==> src/rtl/safety_obi_mem_pkg.sv <==
// Shared types and helpers for the OBI-to-SRAM responder.
package safety_obi_mem_pkg;

    localparam int unsigned MaxSramLatency      = 3;
    localparam int unsigned MaxOutstandingLimit = 4;

    // Per-transaction metadata travelling alongside the SRAM access.
    typedef struct packed {
        logic valid;
        logic err;
        logic we;
    } resp_meta_t;

    // Byte offset of an address inside the bank; wraps for addresses below base.
    function automatic logic [31:0] word_offset(input logic [31:0] addr,
                                                input logic [31:0] base);
        return addr - base;
    endfunction

endpackage

==> src/rtl/safety_obi_resp_pipe.sv <==
// Fixed-length delay line of response metadata, matched to the SRAM read latency.
module safety_obi_resp_pipe
    import safety_obi_mem_pkg::*;
#(
    parameter int unsigned Depth = 1
) (
    input  logic       clk_i,
    input  logic       rst_ni,
    input  resp_meta_t meta_i,
    output resp_meta_t meta_o
);

    resp_meta_t [Depth-1:0] stage_q;
    resp_meta_t [Depth-1:0] stage_d;

    // Shift every cycle; stage 0 takes the freshly accepted transaction.
    always_comb begin
        stage_d    = stage_q;
        stage_d[0] = meta_i;
        for (int unsigned i = 1; i < Depth; i++) begin
            stage_d[i] = stage_q[i-1];
        end
    end

    // Synchronous clear drops every in-flight response.
    always_ff @(posedge clk_i) begin
        if (!rst_ni) begin
            stage_q <= '0;
        end else begin
            stage_q <= stage_d;
        end
    end

    assign meta_o = stage_q[Depth-1];

endmodule

==> src/rtl/safety_obi_mem_responder.sv <==
// OBI responder for one core memory port in front of a single-port SRAM bank.
// Responses return in order at a fixed SRAM latency; out-of-range accesses are
// answered with an error and never reach the SRAM.
module safety_obi_mem_responder
    import safety_obi_mem_pkg::*;
#(
    parameter logic [31:0] BaseAddr       = 32'h0000_0000,
    parameter int unsigned MemSizeBytes   = 65536,
    parameter int unsigned SramLatency    = 1,
    parameter int unsigned MaxOutstanding = 2,
    parameter int unsigned SramAddrWidth  = $clog2(MemSizeBytes / 4)
) (
    input  logic                     clk_i,
    input  logic                     rst_ni,
    input  logic                     req_i,
    output logic                     gnt_o,
    input  logic [31:0]              addr_i,
    input  logic                     we_i,
    input  logic [3:0]               be_i,
    input  logic [31:0]              wdata_i,
    output logic                     rvalid_o,
    output logic [31:0]              rdata_o,
    output logic                     err_o,
    output logic                     sram_req_o,
    input  logic                     sram_gnt_i,
    output logic                     sram_we_o,
    output logic [3:0]               sram_be_o,
    output logic [SramAddrWidth-1:0] sram_addr_o,
    output logic [31:0]              sram_wdata_o,
    input  logic [31:0]              sram_rdata_i
);

    localparam int unsigned CntWidth = $clog2(MaxOutstandingLimit + 1);
    localparam logic [31:0] MemSize  = 32'(MemSizeBytes);

    logic [31:0]         offset;
    logic                in_range;
    logic                credit;
    logic                accept;
    logic [CntWidth-1:0] outstanding_q;
    logic [CntWidth-1:0] outstanding_d;
    logic [CntWidth-1:0] outstanding_eff;
    resp_meta_t          meta_in;
    resp_meta_t          meta_out;

    // Address decode: unsigned wrap makes addresses below the base out of range.
    always_comb begin
        offset   = word_offset(addr_i, BaseAddr);
        in_range = offset < MemSize;
    end

    // Handshake: a retiring response frees its slot in the same cycle.
    always_comb begin
        outstanding_eff = outstanding_q - CntWidth'(rvalid_o);
        credit          = outstanding_eff < CntWidth'(MaxOutstanding);
        gnt_o           = rst_ni & req_i & credit & (in_range ? sram_gnt_i : 1'b1);
        sram_req_o      = rst_ni & req_i & in_range & credit;
        accept          = req_i & gnt_o;
    end

    assign sram_addr_o  = offset[SramAddrWidth+1:2];
    assign sram_we_o    = we_i;
    assign sram_be_o    = be_i;
    assign sram_wdata_o = wdata_i;

    // Metadata entering the response pipeline this cycle.
    always_comb begin
        meta_in       = '0;
        meta_in.valid = accept;
        meta_in.err   = accept & ~in_range;
        meta_in.we    = accept & we_i;
    end

    safety_obi_resp_pipe #(
        .Depth (SramLatency)
    ) u_resp_pipe (
        .clk_i  (clk_i),
        .rst_ni (rst_ni),
        .meta_i (meta_in),
        .meta_o (meta_out)
    );

    // Response phase: only clean reads carry SRAM data.
    always_comb begin
        rvalid_o = meta_out.valid;
        err_o    = meta_out.valid & meta_out.err;
        rdata_o  = (meta_out.valid && !meta_out.err && !meta_out.we) ? sram_rdata_i : '0;
    end

    // Outstanding count next state: simultaneous accept and retire cancel out.
    always_comb begin
        outstanding_d = outstanding_q;
        case ({accept, rvalid_o})
            2'b10:   outstanding_d = outstanding_q + 1'b1;
            2'b01:   outstanding_d = outstanding_q - 1'b1;
            default: outstanding_d = outstanding_q;
        endcase
    end

    // Outstanding count register.
    always_ff @(posedge clk_i) begin
        if (!rst_ni) begin
            outstanding_q <= '0;
        end else begin
            outstanding_q <= outstanding_d;
        end
    end

`ifndef SYNTHESIS
    outstanding_bound_a: assert property (@(posedge clk_i) disable iff (!rst_ni)
        outstanding_q <= CntWidth'(MaxOutstanding));
`endif

endmodule

==> config.mk <==
export PLATFORM = sky130hd
export DESIGN_NAME = safety_obi_mem_responder
export DESIGN_NICKNAME = d
export VERILOG_FILES = /design/src/rtl/safety_obi_mem_pkg.sv /design/src/rtl/safety_obi_resp_pipe.sv /design/src/rtl/safety_obi_mem_responder.sv
export SDC_FILE = /design/constraint.sdc
export NUM_CORES = 1
export LEC_CHECK = 0
export CORE_AREA = 2 2 73 75
export DETAILED_ROUTE_END_ITERATION = 8
export DIE_AREA = 0 0 75 77
export GPL_ROUTABILITY_DRIVEN = 0
export HOLD_SLACK_MARGIN = 0.15
export PLACE_DENSITY = 0.87
export SETUP_SLACK_MARGIN = 0.1
export SLEW_MARGIN = 20
export SYNTH_ARGS = -nofsm -noshare
export SYNTH_HDL_FRONTEND = slang
export SYNTH_HIERARCHICAL = 1
export SYNTH_SLANG_ARGS = --single-unit
==> constraint.sdc <==
create_clock -name clk_i -period 2.6 [get_ports clk_i]
set_input_delay 0.39 -clock clk_i [delete_from_list [all_inputs] [get_ports clk_i]]
set_output_delay 0.39 -clock clk_i [all_outputs]
set_load 0.005 [all_outputs]
==> impl_metrics.json <==
{
  "start_util": 0.196,
  "ys_types": 21,
  "yosysTopAreaCellShare": 0.399,
  "async_reset_ff_frac": 0,
  "n_antenna_cell": 0,
  "finalInstanceArea_mm2": 0.00174,
  "synthTopCellsByArea": "buf_4 40%, and2_1 23%, dfxtp_1 12%",
  "layout.cells.non_filler": 245,
  "clkSinkCount": 6,
  "grt_pass1_vias": 927,
  "synth-edff-count": 0,
  "path_clk_slew_ps": 40,
  "fp.dieW_um": 75,
  "antenna_found_initial": 0,
  "crit_path_max_fanout": 3,
  "cts_hold_buf": 0,
  "drv_slew": 0,
  "p_per_area_mw_per_mm2": 260,
  "htree_num_levels": 1,
  "fp.dieArea_mm2": 0.00578,
  "synth_area_leader_cell": "buf_4",
  "hold_viol_final": 0,
  "synth_fp_nets": 238,
  "setup_violations": 0,
  "rsz0062_at_grt": "yes",
  "area_growth_pct": 78.0,
  "grt_pass1_wl_um": 3950,
  "seq_area_frac_synth": 0.123,
  "grt_use_total": 0.0864,
  "holdWs_ps": 506,
  "dpl_cell_area_mm2": 0.00159,
  "vdd_drop_max_uv": 131,
  "clockRootBuffer": "clkbuf_8",
  "syn_avg_cell_area_um2": 7.52,
  "skew_ps": 4.57,
  "status": "finished clean",
  "rows": 26,
  "period_minus_slack_ps": 2410,
  "routedWlPerCell_um": 11.2,
  "synth_area_um2": 977,
  "fillerInstances": 498,
  "netlist_top_cells_count": "52 x buf_4, 36 x and2_1, 6 x dfxtp_1, 6 x inv_1",
  "cp_data_required_time_ps": 2750,
  "drt_iter0_drc": 8,
  "worst_pin_slew_ps": 232,
  "dp_hpwl_um": 2240,
  "ios": 192,
  "hp-start": "outstanding_q[1]",
  "place_inst": 239,
  "clk_latency_ps": 220,
  "ys.flop_type": "dfxtp_1",
  "reg2reg_from": "outstanding_q[1]",
  "crit_path_end_kind": "register",
  "synth_seq_cells": 6,
  "via_per_inst": 3.78,
  "first_pass_iters": 4,
  "syn_inst": 130,
  "drc": 0,
  "die_y_um": 77,
  "cts_buffers": 3,
  "coreArea_mm2": 0.00498,
  "clock_path_buffers": 2,
  "cts_tree": "yes",
  "ant_nets": 0,
  "start_kind": "register",
  "grt_max_degree": 33,
  "finalSetupTns_ps": 0,
  "maxSlewHeadroom": 0.844,
  "drive_above_1_share": 0.131,
  "io_buffers": 89,
  "fin_nets": 285,
  "drt_wl_total_um": 2740,
  "crit_arrival_ps": 2560,
  "p_leak_nw": 0.805,
  "critical_path_class": "reg -> reg",
  "vias": 925,
  "cap_violations": 0,
  "clock.fmax_ghz": 0.416,
  "synthMostInstantiatedCell": "buf_4",
  "crit_path_start": "outstanding_q[1]",
  "hp-class": "reg -> reg",
  "overflow": 0,
  "min_period_over_period": 0.925,
  "ys_warn_count": 6
}
[power by group]
part	switching [mW]	internal, mW
logic	0.0658	0.142
registers	0.00708	0.103
clock network	0.0360	0.0991
[path summary, 6_finish.rpt]
check / end / slack [ps] / cells after the start
worst min register to register: outstanding_q[1] / 510 / 2
worst max register to register: outstanding_q[2] / 190 / 11
worst max-delay path: outstanding_q[2] / 190 / 11
worst min-delay path: outstanding_q[1] / 510 / 2
[final cells by class]
class	count	area (um2)	share of cell area
timing repair buffer	97	997	0.573
multi-input combinational	63	469	0.270
sequential	6	121	0.0698
tap	70	87.6	0.0504
clock buffer	3	41.3	0.0237
inverter	6	22.5	0.0129
[metrics by stage]
stage	util	worst slack, ps	total power, mW
finish	0.349	195	0.452
global route	0.349	51.1	0.483
CTS	0.332	97.8	0.454
detailed placement	0.319	-169	0.314
global placement	0.319	-120	0.309
floorplan	-	339	0.237
[layout by cell type (no fill, tap or decap), drive strengths merged]
cell type	instances
a21o	1
nor4	4
xor2	2
buf	8
fa	1
nand4	1
xnor2	1
and2	36
o21ai	1
and4	1
clkdlybuf4s50	72
a211oi	1
dlymetal6s2s	17
inv	6
ha	2
a21oi	4
and2b	1
nor2	4
nor2b	1
clkbuf	3
nor3b	1
dfxtp	6
or3	1
[worst max-delay path: stages (launching register included)]
cell and delay, ps:
dfxtp_1 330, inv_1 80, ha_1 210, xnor2_1 130, nand4_1 130, a21o_1 130
ha_2 200, inv_2 40, fa_2 390, xor2_2 180, or3_1 360, a21oi_1 140
[metal layers]
metal,up-vias,wire (um),global-route usage
li1,443,-,-
met1,392,979,0.0803
met2,78,1280,0.154
met3,12,398,0.0342
met4,0,74,0.0482
met5,-,0,0
[kinds of logic (layout without fill, tap and decap cells)]
kind of cell,after synthesis,count (layout),share of synthesized area
buf+inv,61,106,0.438
fa+ha+maj,3,3,0.0461
xor+xnor,3,3,0.0269
flops,6,6,0.123
simple gates,50,50,0.320
compound gates,7,7,0.0461
[sequential cells by signal (all words and copies together) (netlist names)]
| signal | cells |
|---|---|
| u_resp_pipe/meta_o | 3 |
| outstanding_q | 3 |
[repair_timing]
| action | in CTS | in global routing |
|---|---|---|
| pin swaps | 6 | 12 |
| setup buffers | 2 | 1 |
| setup endpoints to repair | 2 | 3 |
| gates cloned | 0 | 0 |
| resized for setup | 3 | 26 |
Power figures use the tool's default switching activity.
